===== config.mk =====
export PLATFORM = sky130hd
export DESIGN_NAME = tile_net_adapter
export DESIGN_NICKNAME = d
export VERILOG_FILES = /design/src/rtl/tile_net_adapter.sv
export SDC_FILE = /design/constraint.sdc
export NUM_CORES = 1
export LEC_CHECK = 0
export ABC_AREA = 1
export CORE_AREA = 2 2 247 249
export DETAILED_ROUTE_END_ITERATION = 10
export DIE_AREA = 0 0 249 251
export RECOVER_POWER = 25
export SYNTH_ARGS = -nofsm -noshare
export SYNTH_HDL_FRONTEND = slang
export SYNTH_SLANG_ARGS = --single-unit

===== constraint.sdc =====
create_clock -name clk -period 11.2 [get_ports clk]
set_input_delay 2.24 -clock clk [delete_from_list [all_inputs] [get_ports clk]]
set_output_delay 2.24 -clock clk [all_outputs]
set_load 0.01 [all_outputs]

===== src/rtl/tile_net_adapter.sv =====
// ============================================================================
// tile_net_adapter : router-side adapter steering ejection packets to the tile
// cast/gather inputs, buffering tile output to injection, slicing merge chain.
// Optional statistics counters: define ADAPTER_STATS_EN.
// Revision: 1.0 - initial release
// ============================================================================
`default_nettype none

module tile_net_adapter_slice #(
   parameter int DW = 64
) (
   input  logic          clk,
   input  logic          rstn,
   input  logic [DW-1:0] up_data_i,
   input  logic          up_valid_i,
   output logic          up_ready_o,
   output logic [DW-1:0] dn_data_o,
   output logic          dn_valid_o,
   input  logic          dn_ready_i
);
   logic          valid_q;
   logic [DW-1:0] data_q;

   assign up_ready_o = !valid_q || dn_ready_i;
   assign dn_valid_o = valid_q;
   assign dn_data_o  = data_q;

   always_ff @(posedge clk or negedge rstn) begin
      if (!rstn) begin
         valid_q <= 1'b0;
         data_q  <= '0;
      end else if (up_valid_i && up_ready_o) begin
         valid_q <= 1'b1;
         data_q  <= up_data_i;
      end else if (dn_ready_i) begin
         valid_q <= 1'b0;
      end
   end
endmodule

module tile_net_adapter #(
   parameter int DW         = 64,
   parameter int FIFO_DEPTH = 4
) (
   input  logic          clk,
   input  logic          rstn,
   input  logic [DW-1:0] net_in_data,
   input  logic          net_in_valid,
   output logic          net_in_ready,
   output logic [DW-1:0] net_out_data,
   output logic          net_out_valid,
   input  logic          net_out_ready,
   output logic [DW-1:0] cast_data_i,
   output logic          cast_valid_i,
   input  logic          cast_ready_o,
   output logic [DW-1:0] gather_data_i,
   output logic          gather_valid_i,
   input  logic          gather_ready_o,
   input  logic [DW-1:0] cast_gather_data_o,
   input  logic          cast_gather_valid_o,
   output logic          cast_gather_ready_i,
   input  logic [DW-1:0] merge_data_o,
   input  logic          merge_valid_o,
   output logic          merge_ready_i,
   output logic [DW-1:0] merge_out_data,
   output logic          merge_out_valid,
   input  logic          merge_out_ready,
   input  logic [DW-1:0] merge_in_data,
   input  logic          merge_in_valid,
   output logic          merge_in_ready,
   output logic [DW-1:0] merge_data_i,
   output logic          merge_valid_i,
   input  logic          merge_ready_o,
   output logic          err_drop,
   output logic [15:0]   stat_cast_cnt,
   output logic [15:0]   stat_gather_cnt,
   output logic [15:0]   stat_drop_cnt
);
   localparam logic [1:0] C_HEAD   = 2'b01;
   localparam logic [1:0] C_TAIL   = 2'b10;
   localparam logic [1:0] C_SINGLE = 2'b11;
   localparam int         AW       = $clog2(FIFO_DEPTH);

   typedef enum logic [1:0] {
      ST_IDLE   = 2'd0,
      ST_CAST   = 2'd1,
      ST_GATHER = 2'd2
   } state_t;

   state_t     state_q, state_d;
   logic [1:0] w_type;
   logic       w_is_hd;
   logic       w_route;
   logic       w_to_gather;
   logic       w_xfer;

   assign w_type        = net_in_data[DW-1:DW-2];
   assign w_is_hd       = (w_type == C_HEAD) || (w_type == C_SINGLE);
   assign cast_data_i   = net_in_data;
   assign gather_data_i = net_in_data;

   always_ff @(posedge clk or negedge rstn) begin
      if (!rstn) state_q <= ST_IDLE;
      else       state_q <= state_d;
   end

   always_comb begin
      state_d        = state_q;
      w_route        = 1'b0;
      w_to_gather    = 1'b0;
      w_xfer         = 1'b0;
      cast_valid_i   = 1'b0;
      gather_valid_i = 1'b0;
      net_in_ready   = 1'b0;
      err_drop       = 1'b0;
      case (state_q)
         ST_IDLE: begin
            if (w_is_hd) begin
               w_route     = 1'b1;
               w_to_gather = net_in_data[DW-3];
            end else begin
               // orphan body/tail: swallow it
               net_in_ready = 1'b1;
               err_drop     = net_in_valid;
            end
         end
         ST_CAST: begin
            w_route = 1'b1;
         end
         ST_GATHER: begin
            w_route     = 1'b1;
            w_to_gather = 1'b1;
         end
         default: state_d = ST_IDLE;
      endcase
      if (w_route) begin
         cast_valid_i   = net_in_valid && !w_to_gather;
         gather_valid_i = net_in_valid && w_to_gather;
         net_in_ready   = w_to_gather ? gather_ready_o : cast_ready_o;
         w_xfer         = net_in_valid && net_in_ready;
      end
      if (w_xfer) begin
         if (state_q == ST_IDLE) begin
            if (w_type == C_HEAD) state_d = w_to_gather ? ST_GATHER : ST_CAST;
         end else if (w_type == C_TAIL) begin
            state_d = ST_IDLE;
         end else if (w_is_hd) begin
            err_drop = 1'b1;
         end
      end
      // valids must drop the instant reset is asserted
      if (!rstn) begin
         cast_valid_i   = 1'b0;
         gather_valid_i = 1'b0;
         err_drop       = 1'b0;
      end
   end

   logic [AW:0]   wr_ptr_q, rd_ptr_q;
   logic [DW-1:0] mem_q [FIFO_DEPTH];
   logic          w_full, w_empty, w_wr, w_rd;

   assign w_full  = (wr_ptr_q[AW] != rd_ptr_q[AW]) && (wr_ptr_q[AW-1:0] == rd_ptr_q[AW-1:0]);
   assign w_empty = (wr_ptr_q == rd_ptr_q);
   assign cast_gather_ready_i = !w_full;
   assign net_out_valid       = !w_empty;
   assign net_out_data        = mem_q[rd_ptr_q[AW-1:0]];
   assign w_wr = cast_gather_valid_o && !w_full;
   assign w_rd = net_out_ready && !w_empty;

   always_ff @(posedge clk) begin
      if (w_wr) mem_q[wr_ptr_q[AW-1:0]] <= cast_gather_data_o;
   end

   always_ff @(posedge clk or negedge rstn) begin
      if (!rstn) begin
         wr_ptr_q <= '0;
         rd_ptr_q <= '0;
      end else begin
         if (w_wr) wr_ptr_q <= wr_ptr_q + (AW+1)'(1);
         if (w_rd) rd_ptr_q <= rd_ptr_q + (AW+1)'(1);
      end
   end

   tile_net_adapter_slice #(.DW(DW)) u_slice_down (
      .clk        (clk),
      .rstn       (rstn),
      .up_data_i  (merge_data_o),
      .up_valid_i (merge_valid_o),
      .up_ready_o (merge_ready_i),
      .dn_data_o  (merge_out_data),
      .dn_valid_o (merge_out_valid),
      .dn_ready_i (merge_out_ready)
   );

   tile_net_adapter_slice #(.DW(DW)) u_slice_up (
      .clk        (clk),
      .rstn       (rstn),
      .up_data_i  (merge_in_data),
      .up_valid_i (merge_in_valid),
      .up_ready_o (merge_in_ready),
      .dn_data_o  (merge_data_i),
      .dn_valid_o (merge_valid_i),
      .dn_ready_i (merge_ready_o)
   );

`ifdef ADAPTER_STATS_EN
   logic [15:0] cast_cnt_q, gather_cnt_q, drop_cnt_q;

   always_ff @(posedge clk or negedge rstn) begin
      if (!rstn) begin
         cast_cnt_q   <= '0;
         gather_cnt_q <= '0;
         drop_cnt_q   <= '0;
      end else begin
         if (cast_valid_i && cast_ready_o)     cast_cnt_q   <= cast_cnt_q + 16'd1;
         if (gather_valid_i && gather_ready_o) gather_cnt_q <= gather_cnt_q + 16'd1;
         if (err_drop)                         drop_cnt_q   <= drop_cnt_q + 16'd1;
      end
   end

   assign stat_cast_cnt   = cast_cnt_q;
   assign stat_gather_cnt = gather_cnt_q;
   assign stat_drop_cnt   = drop_cnt_q;
`else
   assign stat_cast_cnt   = '0;
   assign stat_gather_cnt = '0;
   assign stat_drop_cnt   = '0;
`endif

endmodule

`default_nettype wire


# Word-level counts from Yosys, hierarchy flattened
# Memory sizes are Yosys's and may differ from the RTL's.
# Cells that the tools add are included.
op_classes:
  mux: 32
  addsub: 2
  reduce_logical: 21
  eq_ne: 8
ops:
  columns: ["op", "count"]
  rows:
  - ["$mux W1", 24]
  - ["$mux W2", 6]
  - ["$logic_and A1 B1 Y1", 8]
  - ["$add A3 B1 Y3 const B", 2]
  - ["$eq A2 B2 Y1 const B", 3]
  - ["$logic_not A1 Y1", 5]
  - ["$eq A2 B1 Y1 const B", 2]
  - ["$pmux W1 S2", 2]
  - ["$reduce_bool A2 Y1", 2]
  - ["$eq A3 B3 Y1", 1]
  - ["$logic_or A1 B1 Y1", 3]
  - ["$reduce_or A3 Y1", 1]
  - ["$eq A2 B2 Y1", 1]
  - ["$logic_not A2 Y1", 1]
  - ["$reduce_or A2 Y1", 1]
  - ["$ne A1 B1 Y1", 1]
word_totals:
  wordCells: 71
  ramBits: 256
  reg_bits: 138
  memories: 1
memory_table:
  columns: ["name", "depth", "word_bits", "read_ports", "rd_clocked_by_memory_dff", "write_ports", "line_no", "text"]
  rows:
  - ["mem_q", 4, 64, 1, 0, 1, "160", "logic [DW-1:0] mem_q [FIFO_DEPTH];"]

# Longest topological paths before layout
# Gate-level depths: netlist of the first run.
logic_depth:
  word_depth: 9
  depth_mapped: 10
  ltp_nobuf: 9

# By module
# From an unflattened synthesis of the first run, not the netlist that was laid out.
hier_totals:
  hier_cells: 1465
  area_unflattened_um2: 16712.3
modules_own_cells:
  columns: ["module", "seq_area_each_um2", "cells_each", "area_each_um2", "instances"]
  rows:
  - ["tile_net_adapter", 7887.6, 901, 11484.8, 1]
  - ["tile_net_adapter_slice", 1626.6, 282, 2613.8, 2]

# Worst setup path after synthesis of the first run
# OpenSTA, ideal clock, no wires.
synth_timing:
  path_kind: "input -> register"
  startpoint: "in cast_gather_valid_o"
  endpoint: "mem mem_q[0][0], enable pin"
  arrival_time_ns: 4.998
  required_ns: 10.714
  setup_time_ns: 0.486
  stages: 2
  path_slack_ns: 5.716
  path_cell_list: "nand2_4 > nor2_1"
synth_between:
  elab_chain_cells: 3
synth_lines:
  columns: ["item", "line_no", "text"]
  rows:
  - ["from (decl)", "60", "input logic cast_gather_valid_o,"]
  - ["$logic_and A1 B1 Y1", "168", "assign w_wr = cast_gather_valid_o && !w_full;"]
  - ["$mux W1", "172", "if (w_wr) mem_q[wr_ptr_q[AW-1:0]] <= cast_gather_data_o;"]
  - ["$mux W1 (not written as such)", "172", null]
  - ["to (decl)", "160", null]
# Every way passes these cells.

# Worst setup path in the final report of the first run
layout_timing:
  startpoint: "in net_in_data[62]"
  endpoint: "out err_drop"
layout_between:
  elab_chain_cells: 9
layout_lines:
  columns: ["item", "line_no", "text"]
  rows:
  - ["from (decl)", "47", "input logic [DW-1:0] net_in_data,"]
  - ["$eq A2 B1 Y1 / $eq A2 B2 Y1 (equally long branches)", "98", "assign w_is_hd = (w_type == C_HEAD) || (w_type == C_SINGLE);"]
  - ["$logic_or A1 B1 Y1", "98", null]
  - ["$mux W1", "118", "if (w_is_hd) begin"]
  - ["$pmux W1 S2 / $mux W1 (equally long branches)", "116", "case (state_q)"]
  - ["$mux W1, on equally long branches", "139, 147", null]
  - ["$logic_and A1 B1 Y1 / $mux W1 (equally long branches)", "140, 145", null]
  - ["$mux W1, on equally long branches", "136, 143", null]
  - ["$mux W1 (*)", "142", "if (w_xfer) begin"]
  - ["$mux W1 (*)", "152", "if (!rstn) begin"]
  - ["to (decl)", "74", "output logic err_drop,"]
# Every way passes the cells marked *; elsewhere a longest branch is shown, timed or not.

==> results of run 1 <==
==> worst min path at each step <==
stage,slack (ns),end
after floorplan,0.53,wr_ptr_q[1]$_DFFE_PN0P_
after global placement,0.49,u_slice_up.dn_data_o[29]$_DFFE_PN0P_
after detailed placement,0.49,u_slice_down.dn_data_o[31]$_DFFE_PN0P_
after CTS,0.51,u_slice_down.dn_data_o[31]$_DFFE_PN0P_
after global routing,0.52,u_slice_down.dn_data_o[61]$_DFFE_PN0P_
final,0.50,u_slice_down.dn_data_o[31]$_DFFE_PN0P_
==> logic make-up after synthesis <==
logic type | Yosys count | share of synthesized area, %
buffers and inverters | 253 | 10.67
multiplexers | 128 | 9.186
AO/OA/AOI/OAI | 200 | 6.672
AND/OR/NAND/NOR | 190 | 4.578
other | 1 | 0.02283
XOR/XNOR | 6 | 0.3656
adder cells (fa/ha/maj) | 9 | 0.6855
flip-flops | 394 | 67.82
==> placed cells by master (no fill, tap or decap), drive strengths merged <==
cell type,instances
inv,24
diode,1
nand2,44
clkdlybuf4s50,358
xnor2,5
nand3,9
o21ai,130
o22ai,65
clkinv,14
o21bai,1
edfxtp,256
a21oi,4
bufinv,1
conb,48
clkinvlp,3
dlygate4sd3,54
buf,11
ha,9
nor2,137
xor2,1
dfrtp,138
clkbuf,61
mux2,128
==> routing by layer <==
metal | GRT usage (%) | wire length [um] | vias to the layer above
li1 | - | - | 4542
met5 | 0 | 26 | -
met1 | 15.21 | 16730 | 4916
met2 | 26.58 | 24270 | 391
met4 | 6.978 | 2159 | 4
met3 | 4.991 | 3916 | 144
==> where the power goes <==
| group | internal (uW) | switching (uW) | leakage [uW] | total [uW] |
|---|---|---|---|---|
| Combinational | 773 | 965 | 0.00327 | 1740 |
| Sequential | 1870 | 116 | 0.00396 | 1980 |
| Clock | 801 | 594 | 0.000684 | 1390 |
| Total | 3440 | 1680 | 0.00792 | 5110 |
==> critical path, cell delays in order <==
cell and delay [ns]:
clkdlybuf4s50_1 0.59, nand3_1 0.18, nand2_1 0.16, nand2_1 0.07, nand2_1 0.06, nand3_1 0.06
a21oi_1 0.13, clkdlybuf4s50_1 0.55
==> per-stage QoR <==
step | setup slack, ns | cells
after floorplan | 5.716 | 1228
after global placement | 4.942 | 2201
after detailed placement | 4.947 | 2201
after CTS | 4.940 | 2283
after global routing | 4.760 | 2283
final | 4.926 | 2284
==> layout make-up <==
type                    instances  area, sq um  area share (%)
flip-flops and latches        394        11150           51.60
repair buffers                423         4210           19.49
multi-input cells             581         3755           17.38
clock buffers                  61         1226           5.677
well taps                     782        978.4           4.530
clock inverters                21        200.2          0.9268
inverters                      21        81.33          0.3765
diodes                          1        2.502         0.01159
==> flip-flops by register name, summed over array words and instances, names as in the netlist <==
name                     flops
u_slice_up.dn_valid_o        1
u_slice_down.dn_data_o      64
u_slice_down.dn_valid_o      1
mem_q                      256
wr_ptr_q                     3
state_q                      2
rd_ptr_q                     3
u_slice_up.dn_data_o        64
==> results.yml, run 1 <==
final_layout:
  final_layout_size_suffix_gt1_share_pct: 14.92
  n_fill_cell: 5767
  syn2layout_area_growth_pct: 31.49
  utilization_pct: 36.12
  stdcell_area_sq_um: 21600
  fin_nets: 1742
clocking:
  clockBufferDepth: 3
  post_cts_buffers: 0
  clkSlewWorstSetupHoldPaths_ns: 0.06
  hold_buffers: 0
  numCtsBuffers: 45
  cts_tree: "built"
  cts-resized-gates: 0
  cts-htree-levels: 2
  clkLatencyLatePin_ns: 0.57
  cts_sinks: 394
  ctsRootBufferMaster: "clkbuf_16"
floorplanning:
  fp.coreArea_sq_um: 59790
  die_x_um: 249
  dieArea_sq_um: 62500
  ios: 645
  initial_utilization_pct: 27.47
  rows: 90
  die_y_um: 251
synthesis:
  synth_commonest_cells: "edfxtp_1, buf_4, dfrtp_1"
  async_flop_share_pct: 35.03
  synthCells: 1181
  syn_area_per_cell_sq_um: 13.91
  synth_top_area_share_pct: 46.80
  yosysTopAreaCell: "edfxtp_1"
  yosysWarnings: 0
  ys_ff_latch: 394
  synth_edf_count: 256
  ys_types: 30
  synth_most_common_cell: "edfxtp_1"
  ys.flop_type: "edfxtp_1"
  ys_top_cells_by_area: "edfxtp_1, dfrtp_1, buf_4"
  synth_area_sq_um: 16430
  yosysSeqAreaShare_pct: 67.82
placement:
  placedInstanceArea_sq_um: 20170
  place.gp.congestion: 0.8469
  io_buffers: 413
  detailed_place_hpwl_um: 32390
global_route:
  track_usage_pct: 14.67
  grt_max_degree: 92
  first_global_vias: 10610
  antenna_found_initial: 8
  grt_first_pass_wirelength_um: 68770
  overflow: 0
critical_path:
  reg2reg_slack_ns: 7.28
  reg2reg_from: "rd_ptr_q[0]$_DFFE_PN0P_"
  criticalPathCategory: "in -> out"
  rr_endpoint: "mem_q[0][24]$_DFFE_PP_"
  crit_path_end_kind: "output pin"
  critPathRequiredTime_ns: 8.96
  arrival_ns: 4.03
  r2r_cells: 6
  crit_path_max_fanout: 7
  critPathLaunch: "net_in_data[62]"
  crit_end: "err_drop"
  cp-start-kind: "primary input"
routing:
  drtPass1Iterations: 5
  dr.first_iter.drc_count: 510
  wl_um: 47110
  viasPerCell: 4.377
  wl_per_cell_um: 20.63
  ant_nets: 0
  vias: 9997
  drc: 0
timing:
  setup_viol: 0
  fmax_ghz: 0.1594
  fin_tns_setup_ns: 0
  finalMaxSlewViolations: 0
  slew_headroom_pct: 30.01
  finalCriticalPeriod_ns: 6.274
  hold_slack_ns: 0.5037
  rsz0062_at_grt: "no"
  worst_pin_slew_ns: 1.047
  fin_crit_sh_pct: 56.02
  hold_violations: 0
  finClkSkew_ns: 0.01771
power:
  ir_drop_uv: 177.4
  leakagePower_uw: 0.007918
  power_density_nw_per_um2: 236.8
  power_uw: 5114
run_status:
  status: "completed"
worst_hold_path:
  whs_path_depth: 1
  worstHoldStart: "u_slice_down.dn_data_o[31]$_DFFE_PN0P_"
  hold_path_class: "reg -> reg"
flow_run:
  maxCapViolCount: 0
No activity file was read; power rests on OpenSTA's default activity.
==> run 2: changes to the inputs <==
- CORE_AREA: 2 2 247 249 -> 2 2 248 250
- DIE_AREA: 0 0 249 251 -> 0 0 250 252
- clock period: 11.2 -> 5.8 ns (I/O delays scaled with it)
==> run 2 against run 1 <==
Against the previous run: hold slack worse by 0.0012 ns; count of clock-buffer cells in the layout is 6 lower; clock skew is 0.0024 ns lower; combinational power is 92% higher; core utilization is 0.17 points lower; sequential power is 93% higher; critical path depth is 3 lower; register-to-register slack worse by 4.7 ns; sequential share of layout area hardly changed; global-route usage is 0.39 points lower; first-iteration DRC count is 5.9% higher; critical path type is now reg -> out.
==> results.yml, run 2 (synthesis results as in run 1) <==
run_status:
  status: "completed"
clocking:
  clockBufferDepth: 3
  clkLatencyLatePin_ns: 0.57
  numCtsBuffers: 43
  ctsRootBufferMaster: "clkbuf_16"
  cts-htree-levels: 2
  cts_sinks: 394
  hold_buffers: 0
  cts-resized-gates: 0
  clkSlewWorstSetupHoldPaths_ns: 0.06
  cts_tree: "built"
  post_cts_buffers: 0
timing:
  finalWorstSetupSlack_ns: 1.231
  setup_viol: 0
  hold_violations: 0
  finalMaxSlewViolations: 0
  finClkSkew_ns: 0.01530
  fmax_ghz: 0.2189
  rsz0062_at_grt: "no"
  worst_pin_slew_ns: 1.138
  fin_tns_setup_ns: 0
  finalCriticalPeriod_ns: 4.569
  fin_crit_sh_pct: 78.77
  slew_headroom_pct: 24.10
critical_path:
  path_delay_family: "buffers and inverters"
  arrival_ns: 3.41
  crit_path_end_kind: "output pin"
  crit_chain: "inv_4 > buf_4 > o21ai_1 > o22ai_1 > clkdlybuf4s50_1"
  crit_path_max_fanout: 79
  critPathMaxStageDelay_ns: 0.72
  cp-start-kind: "flip-flop"
  slowest_stage: "dfrtp_4"
  criticalPathCategory: "reg -> out"
  critPathRequiredTime_ns: 4.64
  crit_buf_inv: 3
placement:
  placedInstanceArea_sq_um: 20200
  place_ws_ns: 1.640
  detailed_place_hpwl_um: 32870
  io_buffers: 413
  place.gp.congestion: 0.7885
routing:
  vias: 10020
  ant_nets: 0
  drc: 0
  wl_um: 46720
  wl_per_cell_um: 20.41
  drtPass1Iterations: 5
  dr.first_iter.drc_count: 540
  viasPerCell: 4.377
final_layout:
  n_fill_cell: 5805
  fin_nets: 1744
  final_layout_size_suffix_gt1_share_pct: 15.18
  layout_commonest_cell: "clkdlybuf4s50_1"
  mostFrequentLayoutCells: "clkdlybuf4s50_1, edfxtp_1, dfrtp_1"
  syn2layout_area_growth_pct: 31.61
  largest_reg_flops: 256
  stdcell_area_sq_um: 21620
  utilization_pct: 35.95
power:
  power_density_nw_per_um2: 458.6
  power_uw: 9914
  ir_drop_uv: 253.3
  leakagePower_uw: 0.007942
global_route:
  track_usage_pct: 14.28
  overflow: 0
  antenna_found_initial: 16
  first_global_vias: 10090
  grt_first_pass_wirelength_um: 66560
  grt_max_degree: 80
floorplanning:
  die_x_um: 250
  ios: 645
  initial_utilization_pct: 27.32
  die_y_um: 252
  dieArea_sq_um: 63000
  fp.coreArea_sq_um: 60130
  rows: 90
worst_hold_path:
  hold_path_class: "reg -> reg"
flow_run:
  maxCapViolCount: 0
==> run 2: changes by cell type in the layout (fill, tap and decap cells not counted), moves of 3 or more <==
cell	before	now
buf_4	10	14
diode_2	1	5
bufinv_16	1	4
clkbuf_1	12	9
clkinv_2	5	8
==> run 2: stage by stage <==
stage          std cells  hold WS, ns
5_1_grt             2285       0.5187
3_5_place_dp        2205       0.4915
3_3_place_gp        2205       0.4866
6_report            2289       0.5025
4_1_cts             2284       0.5044
2_1_floorplan       1228       0.5343
==> run 2: routing by layer <==
layer | wire length (um) | track usage (%) | vias to the layer above
met5 | 56 | 0 | -
met4 | 2226 | 6.912 | 8
met3 | 4449 | 5.530 | 139
met2 | 23850 | 25.21 | 420
met1 | 16140 | 14.86 | 4886
li1 | - | - | 4566
==> run 2: worst register-to-register path: cells and delay by family (launching register included) <==
| family | cells | cell delay [ns] |
|---|---|---|
| flip-flops | 1 | 0.36 |
| buffers and inverters | 2 | 1.09 |
| AND/OR/NAND/NOR | 3 | 1.13 |
| XOR/XNOR | 1 | 0.26 |
==> run 2: report_power, final <==
group          switching [uW]  total, uW  internal [uW]  leakage, uW
Clock                    1140       2740           1600     0.000691
Combinational            1840       3340           1500      0.00329
Sequential                235       3830           3600      0.00396
Total                    3210       9910           6700      0.00794
==> run 2: path summary, 6_finish.rpt <==
check,slack [ns],from,depth (start not counted),to
hold reg to reg,0.50,u_slice_up.dn_data_o[39]$_DFFE_PN0P_,1,u_slice_up.dn_data_o[39]$_DFFE_PN0P_
max in group asynchronous,3.74,rstn,2,u_slice_down.dn_data_o[37]$_DFFE_PN0P_
hold / removal,0.50,u_slice_up.dn_data_o[39]$_DFFE_PN0P_,1,u_slice_up.dn_data_o[39]$_DFFE_PN0P_
min in group asynchronous,0.63,rstn,1,state_q[1]$_DFF_PN0_
setup / recovery,1.23,rd_ptr_q[0]$_DFFE_PN0P_,5,net_out_data[35]
setup reg to reg,2.61,rd_ptr_q[1]$_DFFE_PN0P_,6,mem_q[0][15]$_DFFE_PP_
==> run 2: layout make-up <==
type	instances	area (sq um)	share of cell area [%]
clock inverter	24	260.3	1.204
inverter	21	81.33	0.3762
multi-input combinational	581	3750	17.34
clock buffer	55	1151	5.324
sequential	394	11150	51.55
antenna	5	12.51	0.05787
timing repair buffer	427	4240	19.61
tap	782	978.4	4.526
==> run 3: changes to the inputs <==
- CORE_AREA: 2 2 248 250 -> 2 2 253 255
- DIE_AREA: 0 0 250 252 -> 0 0 255 257
- clock period: 5.8 -> 4.1 ns (I/O delays scaled with it)
==> run 3 against run 2 <==
Against the previous run: sequential power increased by 40%; clock power is 45% higher; setup slack worse by 0.66 ns; flip-flop and latch count stayed put; final cell count grew 3.3%; routed wire length grew 6.5%; sequential share of layout area shrank 0.74 points; via count grew 2.1%; register-to-register slack got worse by 1.2 ns; hold slack worse by 0.33 ns; die area is 4.0% higher; critical path type unchanged; largest power group unchanged.
==> results.yml, run 3 (synthesis results as in run 1) <==
critical_path:
  crit_chain: "buf_4 > o21ai_0 > o22ai_1 > clkdlybuf4s50_1"
  crit_path_end_kind: "output pin"
  path_delay_family: "buffers and inverters"
  critPathRequiredTime_ns: 3.28
  critPathMaxStageDelay_ns: 0.66
  crit_buf_inv: 2
  crit_path_max_fanout: 67
  slowest_stage: "clkdlybuf4s50_1"
  cp-start-kind: "flip-flop"
  criticalPathCategory: "reg -> out"
  arrival_ns: 2.71
routing:
  dr.first_iter.drc_count: 429
  ant_nets: 0
  highest-signal-layer: "met5"
  wl_met2_um: 24790
  viasPerCell: 4.327
  wl_per_cell_um: 21.04
  wl_met3_um: 4800
  drtPass1Iterations: 4
  met1Wirelength_um: 16190
  wl_um: 49740
  drc: 0
  vias: 10230
timing:
  finalCriticalPeriod_ns: 3.532
  finClkSkew_ns: 0.03086
  fin_crit_sh_pct: 86.15
  rsz0062_at_grt: "no"
  worst_pin_slew_ns: 0.9967
  hold_violations: 0
  slew_headroom_pct: 33.56
  fin_tns_setup_ns: 0
  finalMaxSlewViolations: 0
  setup_viol: 0
  fmax_ghz: 0.2831
floorplanning:
  ios: 645
  fp.coreArea_sq_um: 62740
  die_x_um: 255
  die_y_um: 257
  dieArea_sq_um: 65540
  rows: 92
  initial_utilization_pct: 26.18
power:
  power.clock.fraction_pct: 27.8
  power_frac_seq_pct: 37.4
  p_switching_uw: 4621
  comb_power_share_pct: 34.8
  p_int_uw: 9694
  switching_share_pct: 32.28
  leakagePower_uw: 0.008063
  power_density_nw_per_um2: 652.7
  ir_drop_uv: 465.5
  power_uw: 14320
run_status:
  status: "completed"
clocking:
  cts_sinks: 394
  cts_tree: "built"
  hold_buffers: 0
  ctsRootBufferMaster: "clkbuf_16"
  cts-htree-levels: 2
  post_cts_buffers: 0
  clkLatencyLatePin_ns: 0.56
  clockBufferDepth: 3
  numCtsBuffers: 45
  clkSlewWorstSetupHoldPaths_ns: 0.06
  cts-resized-gates: 0
global_route:
  overflow: 0
  track_usage_pct: 14.76
  first_global_vias: 10500
  antenna_found_initial: 20
  grt_max_degree: 132
  grt_first_pass_wirelength_um: 70530
final_layout:
  syn2layout_area_growth_pct: 33.52
  largest_reg_flops: 256
  mostFrequentLayoutCells: "clkdlybuf4s50_1, edfxtp_1, dfrtp_1"
  n_fill_cell: 6023
  final_layout_size_suffix_gt1_share_pct: 15.92
  fin_nets: 1754
  layout_commonest_cell: "clkdlybuf4s50_1"
worst_hold_path:
  hold_path_class: "in -> async"
placement:
  detailed_place_hpwl_um: 34740
  place.gp.congestion: 0.7770
  io_buffers: 413
flow_run:
  maxCapViolCount: 0
==> run 3: cell types whose count changed in the layout (fill, tap and decap cells not counted), moves of 2 or more <==
cell | before | now
clkinv_2 | 8 | 10
clkbuf_16 | 43 | 47
clkdlybuf4s50_1 | 359 | 349
dlygate4sd3_1 | 53 | 63
inv_16 | 2 | 0
buf_12 | 0 | 9
clkinv_4 | 0 | 3
clkinvlp_4 | 2 | 0
==> run 3: worst paths after layout <==
kind                                                   startpoint                                endpoint  slack [ns]  cells past startpoint
max reg2reg                               rd_ptr_q[1]$_DFFE_PN0P_                  mem_q[1][14]$_DFFE_PP_        1.39                      6
min in group clk           u_slice_down.dn_data_o[28]$_DFFE_PN0P_  u_slice_down.dn_data_o[28]$_DFFE_PN0P_        0.50                      1
min reg2reg                u_slice_down.dn_data_o[28]$_DFFE_PN0P_  u_slice_down.dn_data_o[28]$_DFFE_PN0P_        0.50                      1
min                                                          rstn                 rd_ptr_q[0]$_DFFE_PN0P_        0.17                      1
max                                       rd_ptr_q[1]$_DFFE_PN0P_                        net_out_data[24]        0.57                      4
max in group asynchronous                                    rstn    u_slice_up.dn_data_o[57]$_DFFE_PN0P_        2.63                      2
==> run 3: through the flow <==
stage / setup slack, ns / hold WS (ns) / util (%) / std cells / cell area [sq um]
final: 0.5677 / 0.1693 / 34.96 / 2364 / 21930
after CTS: 0.4729 / 0.1557 / 34.95 / 2360 / 21920
after global placement: 0.6515 / 0.4876 / 32.60 / 2277 / 20450
after floorplan: 0.004138 / 0.5244 / - / 1228 / 16600
after detailed placement: 0.5985 / 0.4902 / 32.60 / 2277 / 20450
after global routing: 0.3686 / 0.1614 / 34.95 / 2361 / 21930
==> run 3: layout make-up <==
| class | count | area, sq um | area share [%] |
|---|---|---|---|
| sequential | 394 | 11150 | 50.82 |
| timing repair buffer | 435 | 4413 | 20.12 |
| multi-input combinational | 581 | 3755 | 17.12 |
| clock buffer | 59 | 1251 | 5.705 |
| tap | 846 | 1059 | 4.826 |
| clock inverter | 24 | 219.0 | 0.9983 |
| inverter | 21 | 81.33 | 0.3708 |
| antenna | 4 | 10.01 | 0.04564 |
==> run 3: per-layer routing <==
layer  GRT usage [%]  vias up
met5               0        -
met4           10.51       18
li1                -     4578
met3           5.705      221
met2           25.14      432
met1           14.62     4980
==> run 3: power by group through the flow <==
| stage | Sequential [uW] | Clock, uW | Combinational, uW |
|---|---|---|---|
| global placement | 5390 | 0 | 5060 |
| global route | 5420 | 4260 | 5380 |
| finish | 5350 | 3980 | 4990 |
| CTS | 5350 | 4110 | 5130 |
| floorplan | 5520 | 0 | 2440 |
| detailed placement | 5420 | 0 | 5110 |
